`config.mk`:
```
export PLATFORM = sky130hd
export DESIGN_NAME = vram_arbiter
export DESIGN_NICKNAME = d
export VERILOG_FILES = /design/src/rtl/vram_arbiter.sv
export SDC_FILE = /design/constraint.sdc
export NUM_CORES = 1
export LEC_CHECK = 0
export BUFFER_PORTS_ARGS = -buffer_cell sky130_fd_sc_hd__buf_4
export CELL_PAD_IN_SITES_DETAIL_PLACEMENT = 0
export CELL_PAD_IN_SITES_GLOBAL_PLACEMENT = 1
export CORE_MARGIN = 4
export CORE_UTILIZATION = 35
export CTS_CLUSTER_SIZE = 12
export DETAILED_ROUTE_END_ITERATION = 10
export GPL_ROUTABILITY_DRIVEN = 1
export PLACE_DENSITY_LB_ADDON = 0.25
export SYNTH_ARGS = -nofsm -noshare
export SYNTH_HDL_FRONTEND = slang
export SYNTH_SLANG_ARGS = --single-unit
export TNS_END_PERCENT = 5
```
`constraint.sdc`:
```
create_clock -name clk_sys -period 5.7 [get_ports clk_sys]
set_clock_uncertainty 0.05 [all_clocks]
set_input_delay 0.285 -clock clk_sys [delete_from_list [all_inputs] [get_ports clk_sys]]
set_output_delay 0.285 -clock clk_sys [all_outputs]
set_load 0.005 [all_outputs]
```
`src/rtl/vram_arbiter.sv`:
```
// Single-port video RAM arbiter: video fetch reads have strict priority,
// CPU strobe/ack accesses run in the free slots.
module vram_arbiter #(
    parameter int AW      = 14,
    parameter int RAM_LAT = 1
) (
    input  logic          clk_sys,
    input  logic          reset_n,
    input  logic          vid_req,
    input  logic [AW-1:0] vid_addr,
    output logic [15:0]   vid_data,
    output logic          vid_valid,
    output logic          vid_ovr,
    input  logic          cpu_stb,
    input  logic          cpu_we,
    input  logic [1:0]    cpu_be,
    input  logic [AW-1:0] cpu_addr,
    input  logic [15:0]   cpu_din,
    output logic [15:0]   cpu_dout,
    output logic          cpu_ack,
    output logic [AW-1:0] ram_addr,
    output logic          ram_we,
    output logic [1:0]    ram_be,
    output logic [15:0]   ram_din,
    input  logic [15:0]   ram_dout
);

    // state | meaning
    // IDLE  | RAM free, pick video pending / video request / CPU pending
    // VRD   | video address on the RAM
    // VWT   | waiting RAM_LAT cycles for video data
    // CRD   | CPU read address on the RAM
    // CWT   | waiting RAM_LAT cycles for CPU read data
    // CWR   | CPU write strobe, one cycle
    typedef enum logic [2:0] {IDLE, VRD, VWT, CRD, CWT, CWR} state_t;

    localparam logic [1:0] LAT_LD = 2'(RAM_LAT - 1);

    state_t        state;
    logic [1:0]    lat_cnt;
    logic          old_stb;
    logic          armed;
    logic          vid_pend;
    logic [AW-1:0] vid_pend_addr;
    logic          cpu_pend;
    logic          cpu_busy;
    logic          cpu_drop;
    logic          cpu_we_q;
    logic [1:0]    cpu_be_q;
    logic [AW-1:0] cpu_addr_q;
    logic [15:0]   cpu_din_q;
    logic          cpu_edge;

    // armed masks the first cycle after reset so a strobe already high is not an edge
    assign cpu_edge = cpu_stb && !old_stb && armed && !cpu_busy;

    always_ff @(posedge clk_sys or negedge reset_n) begin
        if (!reset_n) begin
            state         <= IDLE;
            lat_cnt       <= '0;
            old_stb       <= 1'b0;
            armed         <= 1'b0;
            vid_pend      <= 1'b0;
            vid_pend_addr <= '0;
            cpu_pend      <= 1'b0;
            cpu_busy      <= 1'b0;
            cpu_drop      <= 1'b0;
            cpu_we_q      <= 1'b0;
            cpu_be_q      <= '0;
            cpu_addr_q    <= '0;
            cpu_din_q     <= '0;
            vid_data      <= '0;
            vid_valid     <= 1'b0;
            vid_ovr       <= 1'b0;
            cpu_dout      <= '0;
            cpu_ack       <= 1'b0;
            ram_addr      <= '0;
            ram_we        <= 1'b0;
            ram_be        <= '0;
            ram_din       <= '0;
        end else begin
            old_stb   <= cpu_stb;
            armed     <= 1'b1;
            vid_valid <= 1'b0;

            if (cpu_edge) begin
                cpu_busy   <= 1'b1;
                cpu_pend   <= 1'b1;
                cpu_drop   <= 1'b0;
                cpu_we_q   <= cpu_we;
                cpu_be_q   <= cpu_be;
                cpu_addr_q <= cpu_addr;
                cpu_din_q  <= cpu_din;
            end else if (cpu_busy && !cpu_stb && !cpu_ack) begin
                cpu_drop <= 1'b1;
            end

            if (cpu_ack && !cpu_stb) begin
                cpu_ack  <= 1'b0;
                cpu_busy <= 1'b0;
            end

            // requests arriving while the RAM is busy go to the 1-deep slot
            if (state != IDLE && vid_req) begin
                if (vid_pend)
                    vid_ovr <= 1'b1;
                vid_pend      <= 1'b1;
                vid_pend_addr <= vid_addr;
            end

            case (state)
                IDLE: begin
                    if (vid_pend) begin
                        ram_addr <= vid_pend_addr;
                        state    <= VRD;
                        vid_pend <= vid_req;
                        if (vid_req)
                            vid_pend_addr <= vid_addr;
                    end else if (vid_req) begin
                        ram_addr <= vid_addr;
                        state    <= VRD;
                    end else if (cpu_pend) begin
                        cpu_pend <= 1'b0;
                        ram_addr <= cpu_addr_q;
                        if (cpu_we_q) begin
                            ram_we  <= 1'b1;
                            ram_be  <= cpu_be_q;
                            ram_din <= cpu_din_q;
                            state   <= CWR;
                        end else begin
                            state <= CRD;
                        end
                    end
                end
                VRD: begin
                    lat_cnt <= LAT_LD;
                    state   <= VWT;
                end
                VWT: begin
                    if (lat_cnt == 2'd0) begin
                        vid_data  <= ram_dout;
                        vid_valid <= 1'b1;
                        state     <= IDLE;
                    end else begin
                        lat_cnt <= lat_cnt - 2'd1;
                    end
                end
                CRD: begin
                    lat_cnt <= LAT_LD;
                    state   <= CWT;
                end
                CWT: begin
                    if (lat_cnt == 2'd0) begin
                        cpu_dout <= ram_dout;
                        state    <= IDLE;
                        if (cpu_stb && !cpu_drop)
                            cpu_ack <= 1'b1;
                        else
                            cpu_busy <= 1'b0;
                    end else begin
                        lat_cnt <= lat_cnt - 2'd1;
                    end
                end
                CWR: begin
                    ram_we <= 1'b0;
                    state  <= IDLE;
                    if (cpu_stb && !cpu_drop)
                        cpu_ack <= 1'b1;
                    else
                        cpu_busy <= 1'b0;
                end
                default: state <= IDLE;
            endcase
        end
    end

endmodule

```
==> results.md, run 1 <==
Run status:
- The run finished with clean final reports.

Critical path:
- The launching element of the worst setup path is vid_pend.
- The worst setup path is launched from a flip-flop.
- The endpoint required time on the critical path is 5950 ps.
- The arrival time at the worst endpoint is 2940 ps.
- The capture point of the worst path is ram_din[8].
- The category of the most critical setup path is reg2reg.
- The worst reg2reg path startpoint is vid_pend.
- The capture point of the worst reg-to-reg path is ram_din[8].
- Counting cells, the worst reg-to-reg path comes to 3.
- STA classifies the critical path endpoint as a flip-flop.
- The maximum fanout count along the critical path is 34.
- For flop-to-flop paths, the worst setup slack is 3000 ps.

Floorplanning:
- The die is around 130 um tall.
- In this run the count of I/O pins placed on the die edge is 135.
- The width of the die is 129 um.
- In this run the standard cell core region covers about 14,000 sq um.
- The count of standard-cell rows is 44.
- The initial utilization of the core area, before any placement, comes to a little over a third.
- The die covers 16,700 sq um.

Routing:
- The final layout contains routed wiring with a total length of 11,000 um.
- Dividing the detail-routed via count by the number of cells gives 4.77.
- For this run, the detailed router's first-pass iteration total came to 4.
- The DRC violation count after routing is 0.
- The initial detailed-routing violation count is 68.
- The final routed wire length divided by cell count is 15.8 um.
- The routed layout has 3,303 vias.
- The post-route antenna net violation count is 0.

Layout:
- The filler cell count is about 1.3k.
- Cells with a size suffix above 1 make up 55.8% of the layout.
- The final cell count without fillers is 693.
- Cells fill a little under half of the core in the end.
- 0 antenna diodes ended up in the layout.
- The layout overhead on the synthesized area is 34.2%.
- The top cell types in the final layout, fill and taps aside, are sky130_fd_sc_hd__buf_4 (136), sky130_fd_sc_hd__dfrtp_1 (126), sky130_fd_sc_hd__mux2_2 (111), sky130_fd_sc_hd__nand2_1 (20), sky130_fd_sc_hd__clkbuf_16 (17).
- The net count of the finished layout is 564.
- The leading cell type in the layout, fill and taps excluded is sky130_fd_sc_hd__buf_4.

STA:
- Setup violations remaining at the end of the flow were counted as 0.
- Based on the critical path, the design can be clocked at up to around 0.37 GHz.
- The headroom to the max-slew limit is 22.7%.
- The worst path meets setup with 3000 ps of slack.
- Of the available clock period, the critical path in the final layout requires 47.3%.
- The final-report hold violation count is 0.
- The final critical delay including setup and external delays is 2700 ps.
- Setup repair after global routing left no endpoint under its margin.
- The transition at the pin with the smallest max-transition slack is 1150 ps.
- For the final routed database, the setup TNS stands at 0 ps.
- The final-report max-slew violation count was 0.

Clock tree:
- The clock tree from TritonCTS is yes.
- The clock slew seen by the registers of the worst setup and hold paths is 60 ps.
- The number of setup buffers added after CTS is 0.
- The number of H-tree levels is 4.
- Buffers inserted during clock tree synthesis total 17.
- The buffer type at the clock tree root is sky130_fd_sc_hd__clkbuf_16.
- The total of cells resized after clock tree synthesis is 0.
- The clock passes through at most 2 buffers.
- The total number of clock tree sinks is approximately 130.
- At the later pin of the worst-skew pair, clock insertion delay measures 410 ps.

Placed design:
- Input and output buffers added on the ports amount to 134.
- The congestion estimate from routability-driven global placement came to between 0.7 and 0.8.
- The number of placed instances, taps included, is around 660.
- Prior to clock tree synthesis, the placed netlist has a worst setup slack of 2910 ps.
- The post-detailed-placement half-perimeter wirelength is 7550 um.

Job:
- The max-capacitance violation count is 0.

Power:
- Total power for the finished layout comes to 3.74 mW.
- Summed over all cells, the static leakage comes to 3.21 nW.
- The power density of the placed cells is 540 nW/um^2.
- The maximum resistive drop on vdd is 0.000281 V.

Global routing:
- Global routing consumed, over all layers together, between 10% and 20% of the routing resources.
- The number of global-route vias before repair is 3,469.
- The initial antenna violation count is 0.
- Summed over all layers, the global routing overflow is 0.
- The largest net degree at the start of global routing is 66.
- The first-pass GRT wire length is 17,700 um.

Synth:
- The total number of yosys warnings is 0.
- The post-synthesis cell area is 5150 sq um.
- The count of cell types in the netlist is 36.
- The register area share after synthesis is 61.2%.
- The number of nets in the synthesized netlist is 427.
- Synthesis produced a netlist whose cell count is 359.
- The flip-flop and latch count after synthesis is 126.
- The mean cell area of the mapped netlist is roughly 14 sq um.

Hold path:
- The kind of path behind the tightest hold check is in2reg.
cells in the mapped netlist, drive strengths merged:
cell	number	area, sq um
ha	1	12.5
dfrtp	126	3150
or3	1	6.26
a31oi	1	6.26
buf	16	93.8
or4	2	15.0
a21oi	6	30.0
nor2	6	22.5
o31a	1	8.76
o21a	1	7.51
a2bb2oi	1	8.76
o22ai	1	6.26
nor4b	2	17.5
nor4	1	21.3
o2bb2ai	2	17.5
nand3	1	5.00
clkbuf	4	15.0
nor3	3	15.0
nand3b	2	15.0
conb	1	3.75
and3	1	6.26
nand2b	1	6.26
xnor2	1	8.76
nand2	21	81.3
mux2i	14	140
o21ai	16	80.1
nor4bb	2	20.0
mux2	111	1250
o21bai	4	30.0
or3b	1	8.76
or2	1	8.76
inv	5	18.8
o31ai	2	15.0
worst min-delay path by stage:
stage,start,endpoint,depth (start not counted)
floorplan,reset_n,asynchronous set/reset pin,0
global placement,reset_n,cpu_addr_q[7],1
detailed placement,reset_n,cpu_ack,1
CTS,cpu_din[5],cpu_din_q[5],2
global route,cpu_din[5],cpu_din_q[5],2
finish,cpu_din[14],cpu_din_q[14],2
timing repair:
action                                  CTS  global route
endpoints found under the hold margin    62             0
endpoints found under the setup margin    0             0
hold buffers                              2             0
critical path: stages (launching register included):
cell and delay (ps):
sky130_fd_sc_hd__dfrtp_1 740, sky130_fd_sc_hd__or2_4 430, sky130_fd_sc_hd__nor4_4 940, sky130_fd_sc_hd__mux2_2 430
stage by stage:
step | area, sq um | hold WS (ps)
after floorplan | 5150 | -60.6
after global placement | 6330 | 379
after detailed placement | 6330 | 385
after CTS | 6920 | 36.1
after global routing | 6920 | 28.0
final | 6920 | 51.9
layer usage:
metal  vias to the layer above  GRT usage [%]  wire length [um]
li1                       1558              -                 -
met1                      1646           16.5              4590
met4                         0           5.37               198
met5                         -              0                 0
met3                        17           5.15               640
met2                        82           22.5              5540
power breakdown:
part	switching (mW)	internal, mW	total (mW)
Clock	0.392	0.641	1.03
Combinational	0.397	0.740	1.14
Sequential	0.271	1.30	1.57
Total	1.06	2.68	3.74
kinds of logic (layout without fill, tap and decap cells):
| family | after synthesis | after routing | synth area share, % |
|---|---|---|---|
| buffers and inverters | 25 | 175 | 2.48 |
| and+or+nand+nor | 45 | 45 | 4.83 |
| muxes | 125 | 125 | 27.0 |
| xor gates and xnor gates | 1 | 1 | 0.170 |
| DFF | 126 | 126 | 61.2 |
| other | 1 | 1 | 0.0727 |
| adders and majority gates | 1 | 1 | 0.243 |
| AOI/OAI and AO/OA | 35 | 35 | 4.08 |
layout make-up:
cell class	count	area, sq um	share of cell area, %
Clock inverter	14	144	2.08
Multi-Input combinational cell	208	1900	27.5
Clock buffer	18	429	6.20
Timing Repair Buffer	138	1040	15.0
Tap cell	184	230	3.33
Inverter	5	18.8	0.271
Sequential cell	126	3150	45.6
No activity file was read; power rests on OpenSTA's default activity.
==> run 2, diff against run 1 <==
clock period = 2.4 ns   (was 5.7 ns; I/O delays follow)
==> run 2 against run 1 <==
- combinational power rose to 2.6 times the previous value
- worst setup slack worse by 2600 ps
- register-to-register slack worse by 2600 ps
- cell count increased by 11%
- total power grew 140%
- final area up 9.9%
- via count rose by 9.2%
- worst hold slack improved by 39 ps
==> results.md, run 2 (synthesis gave the netlist of run 1 again) <==
Run status:
- Outcome: complete, no violations (unchanged).

Hold path:
- The hold path depth came to 3 (was 2).
- The hold path endpoint is vid_pend (was cpu_din_q[14]).
- The kind of path behind the tightest hold check is in2reg (unchanged).
- The origin of the worst min-delay path is vid_req (was cpu_din[14]).

Layout:
- The post-route cell area was 7610 sq um (was 6920 sq um).
- The area occupied by multi-input gates is 1900 sq um (unchanged).
- The antenna diode count was 0 (unchanged).
- The core occupancy in the finished layout is 52.5% (was 47.8%).
- The total area of sequential cells is 3150 sq um (unchanged).
- The final net count came to 637 (was 564).
- Commonest non-fill, non-tap cells in the layout: sky130_fd_sc_hd__buf_4 (145), sky130_fd_sc_hd__dfrtp_1 (126), sky130_fd_sc_hd__mux2_2 (111), sky130_fd_sc_hd__dlygate4sd3_1 (65), sky130_fd_sc_hd__nand2_1 (20) (was sky130_fd_sc_hd__buf_4 (136), sky130_fd_sc_hd__dfrtp_1 (126), sky130_fd_sc_hd__mux2_2 (111), sky130_fd_sc_hd__nand2_1 (20), sky130_fd_sc_hd__clkbuf_16 (17)).
- The filler cell count was 1,222 (was 1,315).
- The share of final-layout standard cells stronger than drive strength 1 is 49.8% (was 55.8%).
- The layout overhead on the synthesized area is 47.6% (was 34.2%).
- The leading cell type in the layout, fill and taps excluded is sky130_fd_sc_hd__buf_4 (unchanged).

Global routing:
- The initial antenna violation count is 0 (unchanged).
- The first-pass GRT wire length is 19,300 um (was 17,700 um).
- The total global routing track utilization is 14.8% (was 13.8%).
- The number of global-route vias before repair was 3,846 (was 3,469).
- The largest net degree at the start of global routing is 50 (was 66).
- The total congestion overflow after global routing is 0 (unchanged).

Floorplanning:
- The count of standard-cell rows was 44 (unchanged).
- The area of the core region was 14,500 sq um (unchanged).
- The total die area is 16,700 sq um (unchanged).
- The vertical die dimension is 129 um (unchanged).
- The effective utilization at floorplan is 35.6% (unchanged).
- The width of the die is 129 um (unchanged).
- The boundary pin count was 135 (unchanged).

Critical path:
- The type of origin of the critical path is a flip-flop (unchanged).
- The sort of element at the end of the critical path is a flip-flop (unchanged).
- The maximum single-stage delay on the critical path came to 600 ps (was 940 ps).
- The number of buffer and inverter instances along the worst setup path is 0 (unchanged).
- The master of the slowest instance on the critical path is sky130_fd_sc_hd__or4_1 (was sky130_fd_sc_hd__nor4_4).
- The arrival time at the worst endpoint came to 2240 ps (was 2940 ps).
- The maximum fanout count along the critical path came to 14 (was 34).
- The worst reg2reg path startpoint was state[1] (was vid_pend).
- The kind of cell with the highest combined delay on the critical path is simple AND/OR/NAND/NOR gates (unchanged).
- The endpoint required time on the critical path is 2640 ps (was 5950 ps).
- The number of cells traversed by the worst register-to-register path was 3 (unchanged).
- The category of the most critical setup path was reg2reg (unchanged).
- The worst setup slack for register-to-register paths is 400 ps (was 3000 ps).
- CP Cell Sequence: or4_1, nand2_2, mux2_2 (was or2_4, nor4_4, mux2_2).

Placed design:
- The routability congestion estimate from global placement came to 0.761 (was 0.712).
- The post-detailed-placement half-perimeter wirelength is 7980 um (was 7550 um).
- The count of buffers from port buffering is 134 (unchanged).
- The instance area at placement is 6410 sq um (was 6330 sq um).

Power:
- The maximum resistive drop on vdd is 0.000601 V (was 0.000281 V).
- The power density of the placed cells is 1170 nW/um^2 (was 540 nW/um^2).
- The total power of the final layout is 8.93 mW (was 3.74 mW).
- The leakage component of the power is 3.52 nW (was 3.21 nW).

STA:
- The final-report max-slew violation count is 0 (unchanged).
- The peak clock frequency supported by timing is 0.501 GHz (was 0.371 GHz).
- The final-report hold violation count is 0 (unchanged).
- The final critical delay including setup and external delays was 2000 ps (was 2700 ps).
- The final-layout setup total negative slack is 0 ps (unchanged).
- The final setup violation count came to 0 (unchanged).
- Unrepaired setup endpoints after global routing: false (unchanged).
- The post-route clock period utilization is 83.2% (was 47.3%).
- The minimum hold slack came to 90.6 ps (was 51.9 ps).

Clock tree:
- The number of CTS-inserted buffers came to 17 (unchanged).
- The total of cells resized after clock tree synthesis is 0 (unchanged).
- The buffer depth of the longest clock path is 2 (unchanged).
- The source-to-sink clock delay at the later pin of the worst-skew pair is 400 ps (was 410 ps).
- The number of H-tree levels was 4 (unchanged).
- The total number of clock tree sinks is 126 (unchanged).
- The clock tree from TritonCTS is yes (unchanged).
- The clock slew seen by the registers of the worst setup and hold paths is 50 ps (was 60 ps).
- The buffer type at the clock tree root is sky130_fd_sc_hd__clkbuf_16 (unchanged).
- The number of setup buffers added after CTS came to 0 (unchanged).

Routing:
- The post-route antenna net violation count is 0 (unchanged).
- The vias after detailed routing is 3,607 (was 3,303).
- The detail-routed via count per cell is 4.71 (was 4.77).
- The overall routed net length is 11,700 um (was 11,000 um).
- The DRC violation count after routing is 0 (unchanged).
- The initial detailed-routing violation count is 77 (was 68).
- The first-pass iteration count of the detailed router is 4 (unchanged).
- The final routed wire length divided by cell count is 15.3 um (was 15.8 um).

Job:
- The max-capacitance violation count is 0 (unchanged).
-- run 2: metrics by stage --
step	std cells	worst slack [ps]
detailed placement	669	397
global placement	669	435
CTS	766	382
floorplan	359	573
global route	766	297
finish	766	404
-- run 2: final cells by class --
cell class              count  area share [%]
clock inverters             5           0.395
clock buffers              27            6.74
well taps                 184            3.03
multi-input cells         208            25.0
flip-flops and latches    126            41.4
inverters                   5           0.247
repair buffers            211            23.1
-- run 2: worst max-delay path by stage --
| stage | start | endpoint | slack [ps] | cells past startpoint |
|---|---|---|---|---|
| after detailed placement | state[1] | flip-flop | 400 | 3 |
| after CTS | state[1] | flip-flop | 380 | 3 |
| after floorplan | lat_cnt[0] | vid_data[0] | 570 | 6 |
| after global routing | state[1] | flip-flop | 300 | 3 |
| after global placement | state[1] | flip-flop | 430 | 3 |
| final | state[1] | flip-flop | 400 | 3 |
-- run 2: worst reg2reg max path, stage by stage, from the launching register on --
cell and delay, ps:
sky130_fd_sc_hd__dfrtp_1 520, sky130_fd_sc_hd__or4_1 600, sky130_fd_sc_hd__nand2_2 320, sky130_fd_sc_hd__mux2_2 390
-- run 2: metal layers --
| metal | GRT usage (%) | part of all wire (%) |
|---|---|---|
| met1 | 18.1 | 43 |
| met2 | 24.8 | 51 |
| met3 | 4.70 | 4.9 |
| met4 | 5.13 | 1.2 |
| met5 | 0 | 0 |
-- run 2: where the power goes --
| part | internal [mW] | total (mW) | leakage (nW) | switching, mW |
|---|---|---|---|---|
| sequential | 3.09 | 3.64 | 1.53 | 0.554 |
| combinational | 1.89 | 2.97 | 1.72 | 1.08 |
| clock | 1.45 | 2.32 | 0.263 | 0.872 |
| total | 6.43 | 8.93 | 3.52 | 2.50 |
-- run 2: timing repair --
action,CTS,global route
hold buffers,65,0
hold endpoints to repair,154,0
endpoints found under the setup margin,0,0
==> run 3, diff against run 2 <==
clock period = 1.7 ns   (was 2.4 ns; I/O delays follow)
==> run 3 against run 2 <==
- global-route usage up 0.71 points
- the flow now finishes with violations (setup timing)
- count of clock-buffer cells in the layout down 8
- routed wire length up 7.5%
- worst hold slack better by 12 ps
- maximum frequency up 17%
- final area up 5.2%
- via count up 2.5%
- flip-flop and latch count unchanged
- critical path depth up 1
==> results.md, run 3 (synthesis gave the netlist of run 1 again) <==
Critical path:
- CP Cell Sequence: or4_4, nand2_4, buf_12, mux2_2 (was or4_1, nand2_2, mux2_2).
- The category of the most critical setup path was reg2reg (unchanged).
- The number of buffer and inverter instances along the worst setup path was 1 (was 0).
- The launching element of the worst setup path is state[0] (was state[1]).
- The master of the slowest instance on the critical path is sky130_fd_sc_hd__or4_4 (was sky130_fd_sc_hd__or4_1).
- The type of origin of the critical path is a flip-flop (unchanged).
- The sort of element at the end of the critical path is a flip-flop (unchanged).
- The worst reg2reg path startpoint is state[0] (was state[1]).
- The endpoint required time on the critical path came to 1940 ps (was 2640 ps).
- The maximum single-stage delay on the critical path is 570 ps (was 600 ps).
- The arrival time at the worst endpoint was 1960 ps (was 2240 ps).
- The kind of cell with the highest combined delay on the critical path was simple AND/OR/NAND/NOR gates (unchanged).
- The maximum fanout count along the critical path was 14 (unchanged).

STA:
- The final-report hold violation count is 0 (unchanged).
- Unrepaired setup endpoints after global routing: true (was false).
- The peak clock frequency supported by timing came to 0.584 GHz (was 0.501 GHz).
- The post-route clock period utilization is 101% (was 83.2%).
- The final-layout setup total negative slack is -66.9 ps (was 0 ps).
- The final setup slack of the worst path was -12.8 ps (was 404 ps).
- The final critical delay including setup and external delays is 1710 ps (was 2000 ps).
- The minimum hold slack is 103 ps (was 90.6 ps).
- The final setup violation count is 9 (was 0).
- The final-report max-slew violation count came to 0 (unchanged).

Job:
- The max-capacitance violation count is 0 (unchanged).

Floorplanning:
- The boundary pin count was 135 (unchanged).
- The area of the core region is 14,500 sq um (unchanged).
- The effective utilization at floorplan is 35.6% (unchanged).
- The width of the die is 129 um (unchanged).
- The count of standard-cell rows was 44 (unchanged).
- The vertical die dimension is 129 um (unchanged).
- The total die area was 16,700 sq um (unchanged).

Power:
- The total internal power came to 10.1 mW (was 6.43 mW).
- The power density of the placed cells came to 1740 nW/um^2 (was 1170 nW/um^2).
- The sequential share of power is 36.4% (was 40.7%).
- The clock network fraction of design power is 28.8% (was 26.0%).
- The combinational power share is 34.7% (was 33.2%).
- The net switching component of the power is 3.85 mW (was 2.50 mW).
- The maximum resistive drop on vdd is 0.000766 V (was 0.000601 V).
- The leakage component of the power is 3.71 nW (was 3.52 nW).
- The switching share of power was 27.6% (was 28.0%).

Routing:
- The overall routed net length is 12,600 um (was 11,700 um).
- The vias after detailed routing is 3,697 (was 3,607).
- The final routed wire length divided by cell count is 16.2 um (was 15.3 um).
- The detail-routed via count per cell was 4.74 (was 4.71).
- The DRC violation count after routing came to 0 (unchanged).
- The post-route antenna net violation count is 0 (unchanged).
- The initial detailed-routing violation count was 129 (was 77).
- The first-pass iteration count of the detailed router came to 4 (unchanged).

Run status:
- The checks that failed: setup timing.
- Outcome: finished with violations (was complete, no violations).

Layout:
- The layout overhead on the synthesized area was 55.3% (was 47.6%).
- The leading cell type in the layout, fill and taps excluded is sky130_fd_sc_hd__buf_4 (unchanged).
- The final net count is 651 (was 637).
- Commonest non-fill, non-tap cells in the layout: sky130_fd_sc_hd__buf_4 (150), sky130_fd_sc_hd__dfrtp_1 (126), sky130_fd_sc_hd__mux2_2 (95), sky130_fd_sc_hd__dlygate4sd3_1 (65), sky130_fd_sc_hd__nand2_1 (20) (was sky130_fd_sc_hd__buf_4 (145), sky130_fd_sc_hd__dfrtp_1 (126), sky130_fd_sc_hd__mux2_2 (111), sky130_fd_sc_hd__dlygate4sd3_1 (65), sky130_fd_sc_hd__nand2_1 (20)).
- The core occupancy in the finished layout came to 55.3% (was 52.5%).
- The antenna diode count is 0 (unchanged).
- The filler cell count is 1,218 (was 1,222).
- The share of final-layout standard cells stronger than drive strength 1 is 52.7% (was 49.8%).
- The final cell count without fillers is 780 (was 766).

Hold path:
- The kind of path behind the tightest hold check is in2async (was in2reg).

Clock tree:
- The number of H-tree levels is 4 (unchanged).
- The buffer depth of the longest clock path is 2 (unchanged).
- The total number of clock tree sinks is 126 (unchanged).
- The number of CTS-inserted buffers is 17 (unchanged).
- The clock slew seen by the registers of the worst setup and hold paths is 60 ps (was 50 ps).
- The clock tree from TritonCTS was yes (unchanged).
- The source-to-sink clock delay at the later pin of the worst-skew pair is 410 ps (was 400 ps).
- The buffer type at the clock tree root is sky130_fd_sc_hd__clkbuf_16 (unchanged).

Placed design:
- The routability congestion estimate from global placement is 0.739 (was 0.761).
- The worst setup timing slack at the placement stage is -57.5 ps (was 397 ps).
- The cell total after placement is 680 (was 669).
- The post-detailed-placement half-perimeter wirelength is 8350 um (was 7980 um).
- The count of buffers from port buffering came to 134 (unchanged).

Global routing:
- The total congestion overflow after global routing is 0 (unchanged).
- The initial antenna violation count is 0 (unchanged).
- The number of global-route vias before repair came to 3,901 (was 3,846).
- The total global routing track utilization came to 15.5% (was 14.8%).
- The first-pass GRT wire length was 20,000 um (was 19,300 um).
- The largest net degree at the start of global routing came to 43 (was 50).
## run 3: area by class of cell
type / count / area, sq um / area share, %
clock buffer: 19 / 453 / 5.66
sequential: 126 / 3150 / 39.4
timing repair buffer: 225 / 1950 / 24.3
multi-input combinational: 208 / 1990 / 24.9
tap: 184 / 230 / 2.88
inverter: 5 / 18.8 / 0.234
clock inverter: 13 / 213 / 2.66
## run 3: what timing repair did
| item | CTS | global route |
|---|---|---|
| endpoints found under the hold margin | 207 | 0 |
| hold buffers | 65 | 0 |
| buffers inserted | 0 | 2 |
| endpoints found under the setup margin | 26 | 64 |
| resized for setup | 3 | 25 |
| cloned | 0 | 1 |
| pin swaps | 0 | 2 |
## run 3: path summary, 6_finish.rpt
kind	endpoint	slack [ps]	depth (start not counted)
min	ram_addr[4]	100	2
max reg2reg	flip-flop	-10	4
min reg2reg	vid_ovr	440	1
max in group asynchronous	vid_data[11]	880	3
min in group clk_sys	ram_we	160	4
max	flip-flop	-10	4
## run 3: routing by layer
| metal | vias to the layer above | global-route usage [%] | share of wire (%) |
|---|---|---|---|
| met1 | 1855 | 19.2 | 42 |
| li1 | 1726 | - | - |
| met3 | 23 | 4.29 | 4.7 |
| met5 | - | 0 | 0 |
| met4 | 0 | 6.92 | 2.4 |
| met2 | 93 | 25.4 | 51 |
## run 3: power groups by stage
| stage | Combinational [mW] | Clock [mW] | Sequential (mW) |
|---|---|---|---|
| 3_3_place_gp | 4.38 | 0 | 5.06 |
| 4_1_cts | 4.66 | 4.12 | 5.10 |
| 2_1_floorplan | 2.37 | 0 | 5.04 |
| 5_1_grt | 5.27 | 4.28 | 5.26 |
| 6_report | 4.85 | 4.02 | 5.08 |
| 3_5_place_dp | 4.50 | 0 | 5.13 |
## run 3: per-stage QoR
step | cell area (sq um) | total power [mW]
2_1_floorplan | 5170 | 7.40
6_report | 8000 | 14.0
3_3_place_gp | 6560 | 9.44
5_1_grt | 8000 | 14.8
3_5_place_dp | 6560 | 9.63
4_1_cts | 7890 | 13.9
